<file path="src/rtl/compare_requester.sv">
// compare_requester: clocked four-phase requester for a self-timed equality comparator.
// Operands go out on cmp_req/cmp_x/cmp_y; fin/equal/notEqual return through synchronisers.
module compare_requester #(
    parameter int WIDTH       = 32,
    parameter int SYNC_STAGES = 2,
    parameter int TIMEOUT     = 1023
) (
    input  logic             clk,
    input  logic             rst,
    input  logic             in_valid,
    output logic             in_ready,
    input  logic [WIDTH-1:0] in_x,
    input  logic [WIDTH-1:0] in_y,
    output logic             cmp_req,
    output logic [WIDTH-1:0] cmp_x,
    output logic [WIDTH-1:0] cmp_y,
    input  logic             cmp_fin,
    input  logic             cmp_equal,
    input  logic             cmp_not_equal,
    output logic             res_valid,
    input  logic             res_ready,
    output logic             res_equal,
    output logic             res_err,
    output logic             busy
);
    localparam int CW = $clog2(TIMEOUT + 1);
    localparam logic [CW-1:0] TMAX = CW'(TIMEOUT);
    localparam logic [2:0] IDLE = 3'd0, ASSERT = 3'd1, SETTLE = 3'd2, RELEASE = 3'd3, OUTPUT = 3'd4;

    logic [2:0] state;
    logic [CW-1:0] cnt;
    logic [SYNC_STAGES-1:0] fin_q, eq_q, ne_q, vld_q;
    logic fin_s, eq_s, ne_s, vld_s;

    assign fin_s = fin_q[SYNC_STAGES-1];
    assign eq_s = eq_q[SYNC_STAGES-1];
    assign ne_s = ne_q[SYNC_STAGES-1];
    assign vld_s = vld_q[SYNC_STAGES-1];
    // vld_q fills with ones after reset so fin_s is only trusted once the chain holds real samples
    assign in_ready = (state == IDLE) && vld_s && !fin_s;
    assign busy = state != IDLE;

    always_ff @(posedge clk or posedge rst)
        if (rst) begin
            fin_q <= '0;
            eq_q <= '0;
            ne_q <= '0;
            vld_q <= '0;
        end else begin
            fin_q <= {fin_q[SYNC_STAGES-2:0], cmp_fin};
            eq_q <= {eq_q[SYNC_STAGES-2:0], cmp_equal};
            ne_q <= {ne_q[SYNC_STAGES-2:0], cmp_not_equal};
            vld_q <= {vld_q[SYNC_STAGES-2:0], 1'b1};
        end

    always_ff @(posedge clk or posedge rst)
        if (rst) begin
            state <= IDLE;
            cnt <= '0;
            cmp_req <= 1'b0;
            cmp_x <= '0;
            cmp_y <= '0;
            res_valid <= 1'b0;
            res_equal <= 1'b0;
            res_err <= 1'b0;
        end else begin
            case (state)
                IDLE:
                    if (in_valid && in_ready) begin
                        cmp_x <= in_x;
                        cmp_y <= in_y;
                        cmp_req <= 1'b1;
                        cnt <= '0;
                        state <= ASSERT;
                    end
                ASSERT:
                    if (fin_s) state <= SETTLE;
                    else if (cnt == TMAX) begin
                        res_err <= 1'b1;
                        cmp_req <= 1'b0;
                        cnt <= '0;
                        state <= RELEASE;
                    end else cnt <= cnt + 1'b1;
                SETTLE: begin
                    res_equal <= eq_s;
                    res_err <= eq_s == ne_s;
                    cmp_req <= 1'b0;
                    cnt <= '0;
                    state <= RELEASE;
                end
                RELEASE:
                    if (!fin_s || cnt == TMAX) begin
                        res_err <= res_err || fin_s;
                        res_valid <= 1'b1;
                        state <= OUTPUT;
                    end else cnt <= cnt + 1'b1;
                OUTPUT:
                    if (res_ready) begin
                        res_valid <= 1'b0;
                        res_err <= 1'b0;
                        state <= IDLE;
                    end
                default: state <= IDLE;
            endcase
        end
endmodule

</file>
<file path="config.mk">
export PLATFORM = sky130hd
export DESIGN_NAME = compare_requester
export DESIGN_NICKNAME = d
export VERILOG_FILES = /design/src/rtl/compare_requester.sv
export SDC_FILE = /design/constraint.sdc
export NUM_CORES = 1
export LEC_CHECK = 0
export ABC_AREA = 1
export CORE_MARGIN = 1
export CORE_UTILIZATION = 50
export CTS_BUF_LIST = sky130_fd_sc_hd__clkbuf_4
export CTS_CLUSTER_DIAMETER = 80
export CTS_CLUSTER_SIZE = 25
export DETAILED_ROUTE_END_ITERATION = 8
export GPL_TIMING_DRIVEN = 0
export PLACE_DENSITY = 0.88
export REMOVE_ABC_BUFFERS = 1
export SKIP_LAST_GASP = 1
export SLEW_MARGIN = 20
export SYNTH_ARGS = -nofsm -noshare
export SYNTH_HDL_FRONTEND = slang
export SYNTH_SLANG_ARGS = --single-unit
</file>
<file path="constraint.sdc">
create_clock -name clk -period 9 [get_ports clk]
set_input_delay 1.8 -clock clk [delete_from_list [all_inputs] [get_ports clk]]
set_output_delay 1.8 -clock clk [all_outputs]
set_load 0.02 [all_outputs]
</file>
## After elaboration in Yosys (flattened, before gate mapping)

Cells that the tools add are included.

- Register bits: 89
- Bits of input ports: 71
- Output and inout port bits: 70
- Word-level logic and storage cells: 66

- $add $sub $neg: 1
- Equal/unequal tests: 13
- Mux-type cells: 22
- Reduce and logical (&&, ||, !) cells: 18

Operators with widths:

| kind | number |
|---|---|
| $mux W10 | 4 |
| $pmux W10 S4 | 1 |
| $mux W3 | 5 |
| $pmux W3 S5 | 1 |
| $reduce_and A4 Y1 | 3 |
| $add A10 B1 Y10 const B | 1 |
| $eq A10 B10 Y1 const B | 1 |
| $ne A2 B2 Y1 const B | 5 |
| $mux W1 | 8 |
| $reduce_bool A4 Y1 | 2 |
| $eq A3 B2 Y1 const B | 2 |
| $reduce_bool A3 Y1 | 2 |
| $reduce_and A5 Y1 | 1 |
| $pmux W1 S4 | 1 |
| $eq A3 B1 Y1 const B | 1 |
| $eq A3 B3 Y1 const B | 1 |
| $logic_and A1 B1 Y1 | 3 |
| $logic_not A3 Y1 | 1 |
| $ne A3 B3 Y1 const B | 1 |
| $pmux W1 S3 | 1 |
| $reduce_and A3 Y1 | 1 |
| $logic_or A1 B1 Y1 | 2 |
| $ne A2 B1 Y1 const B | 1 |
| $pmux W1 S2 | 1 |
| 4 further kinds | 4 |

## Logic depth before layout (Yosys ltp)

Gate-level depths: netlist of run 1.

- Word-level depth: 6
- Depth in mapped cells: 10

## Worst setup path before layout of run 1

No wires, ideal clock.

- Kind: input -> register
- Start point: input port in_valid
- End point: register cmp_x[10]
- Setup time: 125 ps
- Data arrival time: 2481 ps
- Data required time: 8875 ps
- Slack: 6394 ps
- Stages: 4
- Cells stage by stage: nand2_1 -> buf_6 -> buf_6 -> mux2_4

- Longest elaborated chain between the ends: 2

Ends and longest elaborated chain:

| item | line | RTL |
|---|---|---|
| start: declaration | 10 | `input logic in_valid,` |
| $logic_and A1 B1 Y1 | 69 | `if (in_valid && in_ready) begin` |
| $reduce_and A2 Y1 (no source line) | -- |  |
| end signal: assignment | 70 | `cmp_x <= in_x;` |
| end: declaration | 15 | `output logic [WIDTH-1:0] cmp_x,` |

Every way passes these cells.
A chain may end at the register's enable or synchronous reset.

## Final worst setup path of run 1

- Start point: register state[2]
- End point: output port in_ready

- Longest elaborated chain between the ends: 3

Ends and longest elaborated chain:

| item | line | RTL |
|---|---|---|
| start: declaration | 30 | `logic [2:0] state;` |
| start signal: assignment | 58 | `state <= IDLE;` |
| start signal: assignment | 74 | `state <= ASSERT;` |
| start signal: assignment | 77 | `if (fin_s) state <= SETTLE;` |
| $logic_not A3 Y1 | 40 | `assign in_ready = (state == IDLE) && vld_s && !fin_s;` |
| $logic_and A1 B1 Y1 (2 in series) | 40 |  |
| end: declaration | 11 | `output logic in_ready,` |

Every way passes these cells.

==> results of run 1 <==
[layer usage]
metal	share of wire, %	wire [um]	vias to the layer above	GRT usage, %
li1	-	-	1292	-
met1	41	3461	1318	25.37
met2	47	4026	110	36.09
met3	10	857	14	10.07
met4	1.9	159	0	7.124
met5	0	0	-	0
[area by class of cell]
type,count,area [um^2],area share (%)
Clock buffer,9,67.56,1.223
Clock inverter,7,95.09,1.721
Inverter,18,70.07,1.268
Multi-Input combinational cell,192,1493,27.02
Sequential cell,89,2227,40.31
Tap cell,99,123.9,2.242
Timing Repair Buffer,142,1449,26.22
[registers in the layout, summed over array words and instances, names as in the netlist]
| signal | flops |
|---|---|
| vld_q | 2 |
| cnt | 10 |
| ne_q | 2 |
| fin_q | 2 |
| cmp_x | 32 |
| res_valid | 1 |
| res_err | 1 |
| cmp_req | 1 |
| eq_q | 2 |
| state | 3 |
| res_equal | 1 |
| cmp_y | 32 |
[stage by stage]
stage,setup WS (ns),instance area (um^2),power [uW]
2_1_floorplan,4.643,3780,1164
3_5_place_dp,5.422,5363,1581
5_1_grt,5.283,5525,1917
6_report,5.350,5525,1821
3_3_place_gp,3.556,5305,1563
4_1_cts,5.318,5525,1837
[power groups by stage]
stage	Clock (uW)	Sequential (uW)	Combinational [uW]
final	249	661	911
after detailed placement	0	664	917
after floorplan	0	842	323
after CTS	255	662	920
after global routing	271	682	965
after global placement	0	657	906
[cells in the mapped netlist (all sizes together)]
cell	count	area share, %
a21oi	4	0.52
buf	8	2.1
conb	1	0.097
dfrtp	89	58
ha	1	0.32
inv	18	1.8
mux2	64	23
nand2	79	7.8
nand2b	1	0.16
nand3	9	1.3
nand3b	1	0.19
nand4	3	0.49
nor2	17	2.0
o211ai	1	0.19
o21ai	5	0.65
o21bai	3	0.58
xnor2	2	0.45
xor2	1	0.23
[kinds of logic after synthesis]
group                      count (synthesis)
xor gates and xnor gates                   3
buffers and inverters                     26
muxes                                     64
AOI/OAI and AO/OA                         13
adders and majority gates                  1
other                                      1
DFF                                       89
and+or+nand+nor                          110
[worst max-delay path by stage]
| stage | startpoint | endpoint |
|---|---|---|
| floorplan | in_valid | cmp_y[16] |
| global placement | rst | cmp_y[18] |
| detailed placement | in_valid | cmp_y[20] |
| CTS | state[2] | in_ready |
| global route | fin_q[1] | in_ready |
| finish | state[2] | in_ready |
[critical path, cell delays in order, from the launching register on]
cell,delay (ns)
dfrtp_1,0.44
nor2_2,0.14
nand2_2,0.09
nor2_4,0.13
clkdlybuf4s50_1,0.63
==> metrics.cfg, run 1 <==
[logic_synthesis]
synth_mux_area_share_pct = 23.44
synthSimpleGateAreaFrac_pct = 11.99
ys.warnings.count = 0
ys_seq_elements = 89
synthesis.area_um2 = 3860
synthAdderAreaFrac_pct = 0.3241
syn-instance-count = 307
avgSynthCellArea_um2 = 12.57
ys_types = 26
ys_seq_area_share_pct = 57.70
synthXorXnorAreaFrac_pct = 0.6807
synth_compound_area_share_pct = 1.945
synth_top_family_by_area = multiplexers

[critical_path]
r2r-end = cmp_y[19]
cp-start-kind = register
reg2reg_depth = 6
worst_setup_path_end_kind = primary output
required_ns = 7.20
critPathArrivalTime_ns = 1.85
critical_path_class = reg -> out
crit_fanout = 3
r2r_start = state[1]
r2r_setup_slack_ns = 7.06

[floorplan]
start_util_pct = 52.38
dieArea_um2 = 8075
ios = 141
num_rows = 31
core_area_um2 = 7370
die_y_um = 89.86
die_x_um = 89.86

[detailed_routing]
via_count = 2734
initialDrtViolationCount = 125
ant_nets = 0
first_pass_iters = 4
remaining_drc_errors = 0
routedWlPerCell_um = 15.30
routed_wirelength_um = 8505
viasPerCell = 4.917

[timing]
fin_setup_tns_ns = 0
worst_pin_slew_ns = 0.7194
drv_slew = 0
fin_crit_ns = 3.650
fin_hold_ws_ns = 0.3698
setup_violations = 0
hold_viol = 0
maxSlewHeadroom_pct = 52.04
fmax_ghz = 0.2740
fin_worst_skew_ns = 0.01594
rsz0062_at_grt = false
period_share_pct = 40.56

[pwr]
internal_power_uw = 1170
seq_power_share_pct = 36.3
p_sw_uw = 651.0
ir_drop_uv = 255.0
pwr-share-comb_pct = 50.0
p_clk_share_pct = 13.7
p_sw_share_pct = 35.74
leakage_uw = 0.002670
power.density_nw_per_um2 = 329.6

[global_route]
globalRouteTotalUtil_pct = 21.88
grt_pass1_wl_um = 13780
antenna_found_initial = 0
grt_max_degree = 59
grt_pass1_vias = 2919
overflow = 0

[clocking]
cts_buffer_depth = 2
post_cts_buffers = 0
clkTransAtPathRegs_ns = 0.15
cts_sinks = 89
cts-buffers-inserted = 9
root_buffer = clkbuf_4
h-tree-depth = 3
clkLatencyLatePin_ns = 0.42
hold_buffers = 0
post_cts_resized = 0
cts_tree = built

[placement]
io_buffers = 140
dpl.hpwl_um = 6334
gp_congestion = 0.8747
dpl.cell_count = 540

[hold_path]
min_from = fin_q[0]
hold_depth = 0
hold_path_class = reg -> reg
hold_end = fin_q[1]

[layout]
final_util_pct = 74.97
final_nets = 524
layout-drive-gt1-share_pct = 20.35
antenna_cells = 0
layout_commonest_cell = clkdlybuf4s50_1
final_cells = 556
mostFrequentLayoutCells = clkdlybuf4s50_1 (140), dfrtp_1 (89), nand2_1 (76)
nFillCells = 483
syn_to_final_growth_pct = 43.14

[flow_run]
max_cap_viol_count = 0

[outcome]
status = finished, final reports clean

(Power assumes the default switching activity.)
==> run 2, diff against run 1 <==
- CORE_UTILIZATION: 50 -> 46
- PLACE_DENSITY: 0.88 -> 0.82
- clock period: 9 -> 3.7 ns (I/O delays scaled with it)
==> metrics.cfg, run 2 (synthesis gave the netlist of run 1 again) <==
[timing]
drv_slew = 0
setup_violations = 0
maxSlewHeadroom_pct = 65.68
fin_worst_skew_ns = 0.02050
period_share_pct = 69.76
worst_pin_slew_ns = 0.5143
rsz0062_at_grt = false
fin_crit_ns = 2.581
hold_viol = 0
fmax_ghz = 0.3874
fin_setup_tns_ns = 0
setup_slack_ns = 1.119

[critical_path]
critical_path_class = reg -> out
required_ns = 2.96
worst_setup_path_end_kind = primary output
crit_fanout = 6
cp-start-kind = register
critPathArrivalTime_ns = 1.84

[detailed_routing]
met3_length_um = 877
ant_nets = 0
initialDrtViolationCount = 110
first_pass_iters = 4
viasPerCell = 4.831
top_layer = met4
routedWlPerCell_um = 15.38
wl_met1_um = 3397
via_count = 2715
routed_wirelength_um = 8641
met2_length_um = 4177
remaining_drc_errors = 0

[clocking]
post_cts_resized = 0
hold_buffers = 0
root_buffer = clkbuf_4
post_cts_buffers = 0
clkLatencyLatePin_ns = 0.42
cts-buffers-inserted = 9
clkTransAtPathRegs_ns = 0.15
cts_buffer_depth = 2
cts_tree = built
h-tree-depth = 3
cts_sinks = 89

[floorplan]
dieArea_um2 = 8762
ios = 141
num_rows = 33
start_util_pct = 47.21
die_y_um = 93.61
die_x_um = 93.61
core_area_um2 = 8175

[placement]
io_buffers = 140
pre_cts_slack_ns = 1.183
place_area_um2 = 5378
dpl.hpwl_um = 6529
gp_congestion = 0.8949

[global_route]
grt_pass1_vias = 2860
overflow = 0
grt_max_degree = 61
grt_pass1_wl_um = 13920
globalRouteTotalUtil_pct = 21.19
antenna_found_initial = 0

[pwr]
ir_drop_uv = 523.0
p_sw_uw = 1604
p_clk_share_pct = 11.0
power.density_nw_per_um2 = 787.2
seq_power_share_pct = 37.3
pwr-share-comb_pct = 51.7
internal_power_uw = 2722
leakage_uw = 0.002651
p_sw_share_pct = 37.08

[layout]
post-route-cell-area_um2 = 5495
mostFrequentLayoutCells = clkdlybuf4s50_1 (140), dfrtp_1 (89), nand2_1 (76)
final_nets = 524
layout-drive-gt1-share_pct = 20.35
syn_to_final_growth_pct = 42.37
reg.largest.list = cmp_x: 32 flops, cmp_y: 32 flops, cnt: 10 flops
antenna_cells = 0
layout_commonest_cell = clkdlybuf4s50_1

[flow_run]
max_cap_viol_count = 0

[outcome]
status = finished, final reports clean

[hold_path]
hold_path_class = reg -> reg

run 2: path summary, 6_finish.rpt:
check / end / slack (ns) / from / depth (start not counted)
min in group asynchronous: cmp_y[11] / 0.66 / rst / 2
max in group asynchronous: cmp_y[29] / 2.41 / rst / 3
max reg2reg: cmp_y[26] / 1.75 / state[1] / 6
min reg2reg: vld_q[1] / 0.37 / vld_q[0] / 0
max: in_ready / 1.12 / state[1] / 4
min: vld_q[1] / 0.37 / vld_q[0] / 0
run 2: worst max-delay path: stages (launching register included):
cell	delay [ns]
dfrtp_1	0.48
inv_2	0.10
nand2_2	0.09
nor2_4	0.13
clkdlybuf4s50_1	0.62
run 2: cell type report:
type	instances	area, um^2
clock buffer	10	75.07
clock inverter	6	42.54
fill	591	2680
inverter	18	70.07
multi-input combinational	192	1493
sequential	89	2227
tap	105	131.4
timing repair buffer	142	1456
run 2: per-layer routing:
layer  vias to the layer above  GRT usage, %
met2                       102         33.76
li1                       1295             -
met4                         0         9.487
met1                      1301         24.77
met5                         -             0
met3                        17         9.187
run 2: power by group through the flow:
| stage | registers (uW) | logic [uW] | clock network (uW) |
|---|---|---|---|
| 2_1_floorplan | 2050 | 785 | 0 |
| 3_3_place_gp | 1610 | 2220 | 0 |
| 4_1_cts | 1620 | 2260 | 493 |
| 3_5_place_dp | 1620 | 2250 | 0 |
| 5_1_grt | 1660 | 2370 | 534 |
| 6_report | 1610 | 2240 | 475 |
run 2: metrics by stage:
stage          instances  util, %  total power (uW)  hold slack [ns]
3_5_place_dp         546    65.78              3869           0.3426
2_1_floorplan        299        -              2832           0.3312
4_1_cts              562    67.22              4366           0.3668
3_3_place_gp         544    64.98              3824           0.3330
5_1_grt              562    67.22              4570           0.3687
6_report             562    67.22              4326           0.3653
==> run 3, diff against run 2 <==
- clock period: 3.7 -> 2.5 ns (I/O delays scaled with it)
==> results of run 3 <==
Same layout as run 2 (identical final DEF). Status: finished, final reports clean.
Among the figures that moved: setup slack after placement 1.183 ns -> 0.2232 ns; setup slack after layout 1.119 ns -> 0.1588 ns; register-to-register setup slack 1.75 ns -> 0.55 ns; total power 4326 uW -> 6402 uW; worst IR drop on VDD 523.0 uV -> 774.0 uV
==> RTL change 1, RTL diff (settings of run 3) <==
`WIDTH`: 32 -> 64.
--- a/src/rtl/compare_requester.sv
+++ b/src/rtl/compare_requester.sv
@@ -2,5 +2,5 @@
 // Operands go out on cmp_req/cmp_x/cmp_y; fin/equal/notEqual return through synchronisers.
 module compare_requester #(
-    parameter int WIDTH       = 32,
+    parameter int WIDTH       = 64,
     parameter int SYNC_STAGES = 2,
     parameter int TIMEOUT     = 1023
Interface: changed (resized cmp_x, cmp_y, in_x and in_y); port bits go from 141 to 269. The function was not compared with the original's and may differ.
==> RTL change 1 against run 3 <==
  * Non-clock buffer count increased by 128
  * Wire length increased by 79%
  * Clock skew decreased by 0.0013 ns
  * Total power increased by 88%
  * Fmax increased by 1.1%
  * Worst setup slack improved by 0.026 ns
  * Area after synthesis increased by 70%
  * Synthesized cell count increased by 40%
  * Combinational power increased by 84%
  * Cell area increased by 75%
  * Die area increased by 69%
  * Sequential cell count increased by 64
  * Highest routed layer unchanged
  * Count of clock-buffer cells in the layout increased by 9
==> RTL change 1: results (changes against run 3) <==
stage;metric;value;unit;change
outcome;status;completed;;
logic_synthesis;share of flip-flops with an asynchronous set or reset;1.00;;unchanged
grt;initial antenna violation count;1;;+1
routing;DRT met1 WL;5720;µm;+68%
power;Sw Share;0.352;;-0.0185
grt;All-Layer GR Usage;0.218;;+0.00656
placed_design;Cells after DPL;864;;+58%
cells_and_area;# fillers;961;;+63%
power;total power;12100;µW;+88%
power;Sequential Power Share;0.354;;-0.019
placed_design;Post-DP HPWL;11300;µm;+74%
sta;Layout Skew;0.0192;ns;-0.00134 ns
power;leakage power;0.00456;µW;+72%
placed_design;DP Area;9290;µm²;+73%
logic_synthesis;post-synthesis cell type count;28;;+7.7%
grt;number of global-route vias before repair;4849;;+70%
grt;met3 Use GR;0.0843;;-0.00760
placed_design;Final Wtd Congestion;0.919;;+2.6%
grt;largest net degree at the start of global routing;89;;+46%
logic_synthesis;multiplexer area fraction after synthesis;0.281;;+0.0471
critical_path;worst stage delay on the critical path;0.60;ns;-0.02 ns
routing;WL met2;8310;µm;+99%
grt;M1 GR Usage;0.231;;-0.0167
sta;hold_ws;0.362;ns;-0.00315 ns
routing;Iter 0 DRT Violations;241;;+120%
critical_path;Top delay family on crit path;buffers and inverters;;
logic_synthesis;Synth Area in Compound Gates;0.0173;;-0.00213
logic_synthesis;sequential area share after synthesis;0.582;;+0.00543
power;Max VDD drop;0.000832;V;+7.5%
grt;first-pass GRT wire length;24400;µm;+75%
placed_design;I/O Buffers;268;;+91%
sta;Final period util;0.926;;-0.0103
logic_synthesis;Post-Syn Instances;430;;+40%
cells_and_area;largest registers;cmp_x (64), cmp_y (64), cnt (10);;
cts;htree depth;4;;+1
routing;drt first pass iters;4;;unchanged
cts;cts bufs inserted;17;;+8
grt;met2 usage;0.387;;+0.0491
logic_synthesis;Syn. warnings;0;;unchanged
cts;clock slew at reported path FFs;0.11;ns;-0.04 ns
placed_design;worst slack, placed;-0.0771;ns;-0.300 ns
logic_synthesis;commonest cells in the netlist;dfrtp_1 (153), mux2_4 (109), nand2_1 (57);;
power;Clk. pwr;1680;µW;+140%
routing;Wirelength per Cell;17.2;µm;+12%
logic_synthesis;Adder-Cell Fraction of Synth Area;0.00190;;-0.00134
sta;setup_tns;0;ns;unchanged
critical_path;maximum fanout along the worst path;8;;+2
logic_synthesis;xor-xnor portion of the synthesized cell area;0.00400;;-0.00281
cts;Clk Latency, worst-skew pair;0.54;ns;+0.12 ns
routing;metal3 WL;1080;µm;+23%
sta;Worst Max-Slew Pin Slew;0.645;ns;+0.131 ns
routing;via count;4375;;+61%
critical_path;CP arrival;1.82;ns;-0.02 ns
critical_path;reg2reg setup slack;0.30;ns;-0.25 ns
cells_and_area;Finished Layout Cells;897;;+60%
cells_and_area;share of layout cells above drive strength 1;0.237;;+0.0339
cells_and_area;final net count;839;;+60%
logic_synthesis;Area contributors post-synth;dfrtp_1 (58%), mux2_4 (25%), buf_12 (3.3%);;
==> RTL change 1: cell count changes after synthesis, moves of 4 or more <==
cell and delta:
mux2_4 +60, nand2_1 -20, nor2_1 -5, mux2_2 +4, nand3_1 +7, dfrtp_1 +64
o21ai_0 +4, buf_12 +11, buf_6 -4
==> RTL change 1: final timing paths <==
kind                       cells past startpoint            startpoint               endpoint
max                                            3  state[1]$_DFFE_PP0P_                   busy
min in group asynchronous                      2                   rst  cmp_y[49]$_DFFE_PP0P_
min reg2reg                                    0     ne_q[0]$_DFF_PP0_      ne_q[1]$_DFF_PP0_
max in group asynchronous                      3                   rst  cmp_y[20]$_DFFE_PP0P_
min                                            0     ne_q[0]$_DFF_PP0_      ne_q[1]$_DFF_PP0_
max reg2reg                                    6    fin_q[1]$_DFF_PP0_  cmp_x[45]$_DFFE_PP0P_
==> RTL change 1: what timing repair did <==
item,in CTS,in global routing
endpoints found under the setup margin,1,0
hold buffers,0,0
hold endpoints to repair,0,0
buffers inserted,0,0
resized for setup,1,0
==> RTL change 1: worst reg2reg max path, stage by stage, from the launching register on <==
cell,delay [ns]
dfrtp_1,0.47
inv_1,0.08
nand2_1,0.14
nor2_4,0.08
nand2_8,0.42
buf_16,0.42
mux2_2,0.49
==> RTL change 1: cell type report <==
| type | instances | area (µm²) | area share |
|---|---|---|---|
| sequential | 153 | 3830 | 0.398 |
| clock inverter | 13 | 176 | 0.0184 |
| multi-input combinational | 244 | 2430 | 0.253 |
| timing repair buffer | 270 | 2740 | 0.285 |
| tap | 180 | 225 | 0.0234 |
| inverter | 17 | 71.3 | 0.00742 |
| antenna | 1 | 2.50 | 0.000260 |
| clock buffer | 19 | 143 | 0.0148 |
==> RTL change 2, RTL diff (settings of run 3) <==
Made on the original files. Reset style: synchronous (`rst`), changed in 2 clocked blocks.
--- a/src/rtl/compare_requester.sv
+++ b/src/rtl/compare_requester.sv
@@ -41,5 +41,5 @@
     assign busy = state != IDLE;
 
-    always_ff @(posedge clk or posedge rst)
+    always_ff @(posedge clk)
         if (rst) begin
             fin_q <= '0;
@@ -54,5 +54,5 @@
         end
 
-    always_ff @(posedge clk or posedge rst)
+    always_ff @(posedge clk)
         if (rst) begin
             state <= IDLE;
Behaviour: differs if rst is asserted again (counterexample within 4 cycles, from zero or initial values and one cycle with rst high); with rst held inactive, the same outputs for 10 cycles.
==> RTL change 2 against run 3 <==
  * Global-route usage is 5.1 points higher
  * Cell area is 4.2% lower
  * Worst setup slack worse by 0.051 ns
  * Via count rose by 33%
  * Non-clock buffer count increased by 2
  * Sequential cell count stayed put
  * Sequential share of layout area fell by 6.7 points
  * Clock skew down 0.0032 ns
  * Wire length rose by 21%
  * Area after synthesis fell by 5.9%
  * Final cell count rose by 25%
Power is not compared: it rests on default switching activity, and its combinational part moved more than twofold at a synthesized area within 25%.
==> RTL change 2: results (changes against run 3) <==
stage;metric;value;unit;change
logic_synthesis;Area contributors post-synth;dfxtp_1 (49%), nand2_1 (11%), nand3_1 (11%);;
grt;first-pass GRT wire length;17200;µm;+24%
worst_hold_path;hold endpoint;ne_q[0]$_SDFF_PP0_;;
cts;clock slew at reported path FFs;0.15;ns;about the same
critical_path;worst reg2reg endpoint;cmp_y[21]$_SDFFE_PP0P_;;
routing;drt first pass iters;4;;unchanged
placed_design;Post-DP HPWL;6880;µm;+5.3%
outcome;status;completed;;
grt;number of global-route vias before repair;3617;;+26%
sta;Worst Max-Slew Pin Slew;0.694;ns;+0.180 ns
logic_synthesis;Syn. warnings;0;;unchanged
logic_synthesis;leading area contributor after synthesis;dfxtp_1;;
grt;All-Layer GR Usage;0.263;;+0.0506
cts;htree depth;3;;unchanged
logic_synthesis;commonest cells in the netlist;nand2_1 (106), dfxtp_1 (89), nand3_1 (78);;
critical_path;CP arrival;1.89;ns;+0.05 ns
critical_path;maximum fanout along the worst path;5;;-1
cells_and_area;# fillers;637;;+7.8%
cts;Max Root-Sink Buffers;2;;unchanged
routing;Wirelength per Cell;15.0;µm;-2.7%
grt;initial antenna violation count;0;;unchanged
sta;Layout Skew;0.0173;ns;-0.00318 ns
grt;largest net degree at the start of global routing;67;;+9.8%
cells_and_area;largest registers;cmp_x (32), cmp_y (32), cnt (10);;
routing;Vias/cell;5.16;;+6.8%
cts;Clk Latency, worst-skew pair;0.44;ns;+0.02 ns
worst_hold_path;Hold Crit Start;rst;;
critical_path;Critical R2R Launch;state[0]$_SDFFE_PP0P_;;
critical_path;reg2reg setup slack;0.41;ns;-0.14 ns
cells_and_area;share of layout cells above drive strength 1;0.0785;;-0.125
cells_and_area;final net count;666;;+27%
logic_synthesis;share of flip-flops with an asynchronous set or reset;0;;-1.00
power;Max VDD drop;0.000305;V;
placed_design;worst slack, placed;0.117;ns;-0.106 ns
worst_hold_path;Hold Crit Depth;2;;+2
worst_hold_path;HP Class;input pin to flip-flop;;
critical_path;reg2reg path depth;7;;+1
logic_synthesis;post-synthesis cell type count;26;;unchanged
placed_design;Final Wtd Congestion;0.863;;-3.6%
logic_synthesis;sequential area share after synthesis;0.491;;-0.0863
routing;Iter 0 DRT Violations;173;;+57%
## RTL change 2: cell types whose count changed after synthesis, moves of 11 or more
cell,run 3,this run
dfxtp_1,0,89
dfrtp_1,89,0
nand3_1,8,78
nand2_1,77,106
nor2_1,13,24
a21oi_1,4,75
inv_1,16,29
mux2_4,49,0
mux2_2,15,0
clkbuf_1,0,15
## RTL change 2: where the power goes
group	internal, µW	leakage, µW	switching, µW
logic	223	0.00108	236
registers	1460	0.000723	26.4
clock network	508	0.000100	506
## RTL change 2: cells by family after synthesis
| family | synth area share |
|---|---|
| adders and majority gates | 0.00345 |
| AOI/OAI and AO/OA | 0.119 |
| xor gates and xnor gates | 0.00724 |
| DFF | 0.491 |
| and+or+nand+nor | 0.298 |
| buffers and inverters | 0.0824 |
## RTL change 2: timing repair
item                                    4_1_cts  5_1_grt
resized for setup                             1        0
endpoints found under the setup margin        1        0
setup buffers                                 1        0
## RTL change 2: final cells by class
type	count	area, µm²	area share
sequential	89	1780	0.338
multi-input combinational	319	1570	0.298
timing repair buffer	144	1490	0.282
tap	102	128	0.0242
clock inverter	7	118	0.0223
inverter	31	116	0.0221
clock buffer	9	67.6	0.0128
## RTL change 2: per-stage QoR
stage / hold slack, ns / std cells / util / area [µm²] / total power, µW
floorplan: 0.388 / 438 / - / 3450 / 1690
global placement: 0.392 / 680 / 0.647 / 4980 / 1940
detailed placement: 0.406 / 683 / 0.659 / 5070 / 1970
CTS: 0.401 / 701 / 0.685 / 5270 / 2980
global route: 0.410 / 701 / 0.685 / 5270 / 3080
finish: 0.418 / 701 / 0.685 / 5270 / 2960
## RTL change 2: worst max-delay path: stages (launching register included)
cell             delay (ns)
dfxtp_1                0.47
inv_2                  0.13
nand2_2                0.20
clkdlybuf4s50_1        0.64
## RTL change 2: how the worst max path moves through the flow
stage          cells past startpoint                      to                   from  slack, ns
2_1_floorplan                      5    cmp_req$_SDFFE_PP0P_  state[1]$_SDFFE_PP0P_      -1.32
3_3_place_gp                       6  cmp_x[19]$_SDFFE_PP0P_  state[1]$_SDFFE_PP0P_      -3.01
3_5_place_dp                       4                in_ready  state[0]$_SDFFE_PP0P_       0.12
4_1_cts                            3                    busy  state[2]$_SDFFE_PP0P_       0.11
5_1_grt                            3                    busy  state[2]$_SDFFE_PP0P_       0.01
6_report                           3                    busy  state[2]$_SDFFE_PP0P_       0.11
## RTL change 2: routing by layer
layer | wire (µm) | global-route usage
met3 | 1100 | 0.115
met1 | 4170 | 0.293
met4 | 357 | 0.134
met5 | 0 | 0
met2 | 4860 | 0.424
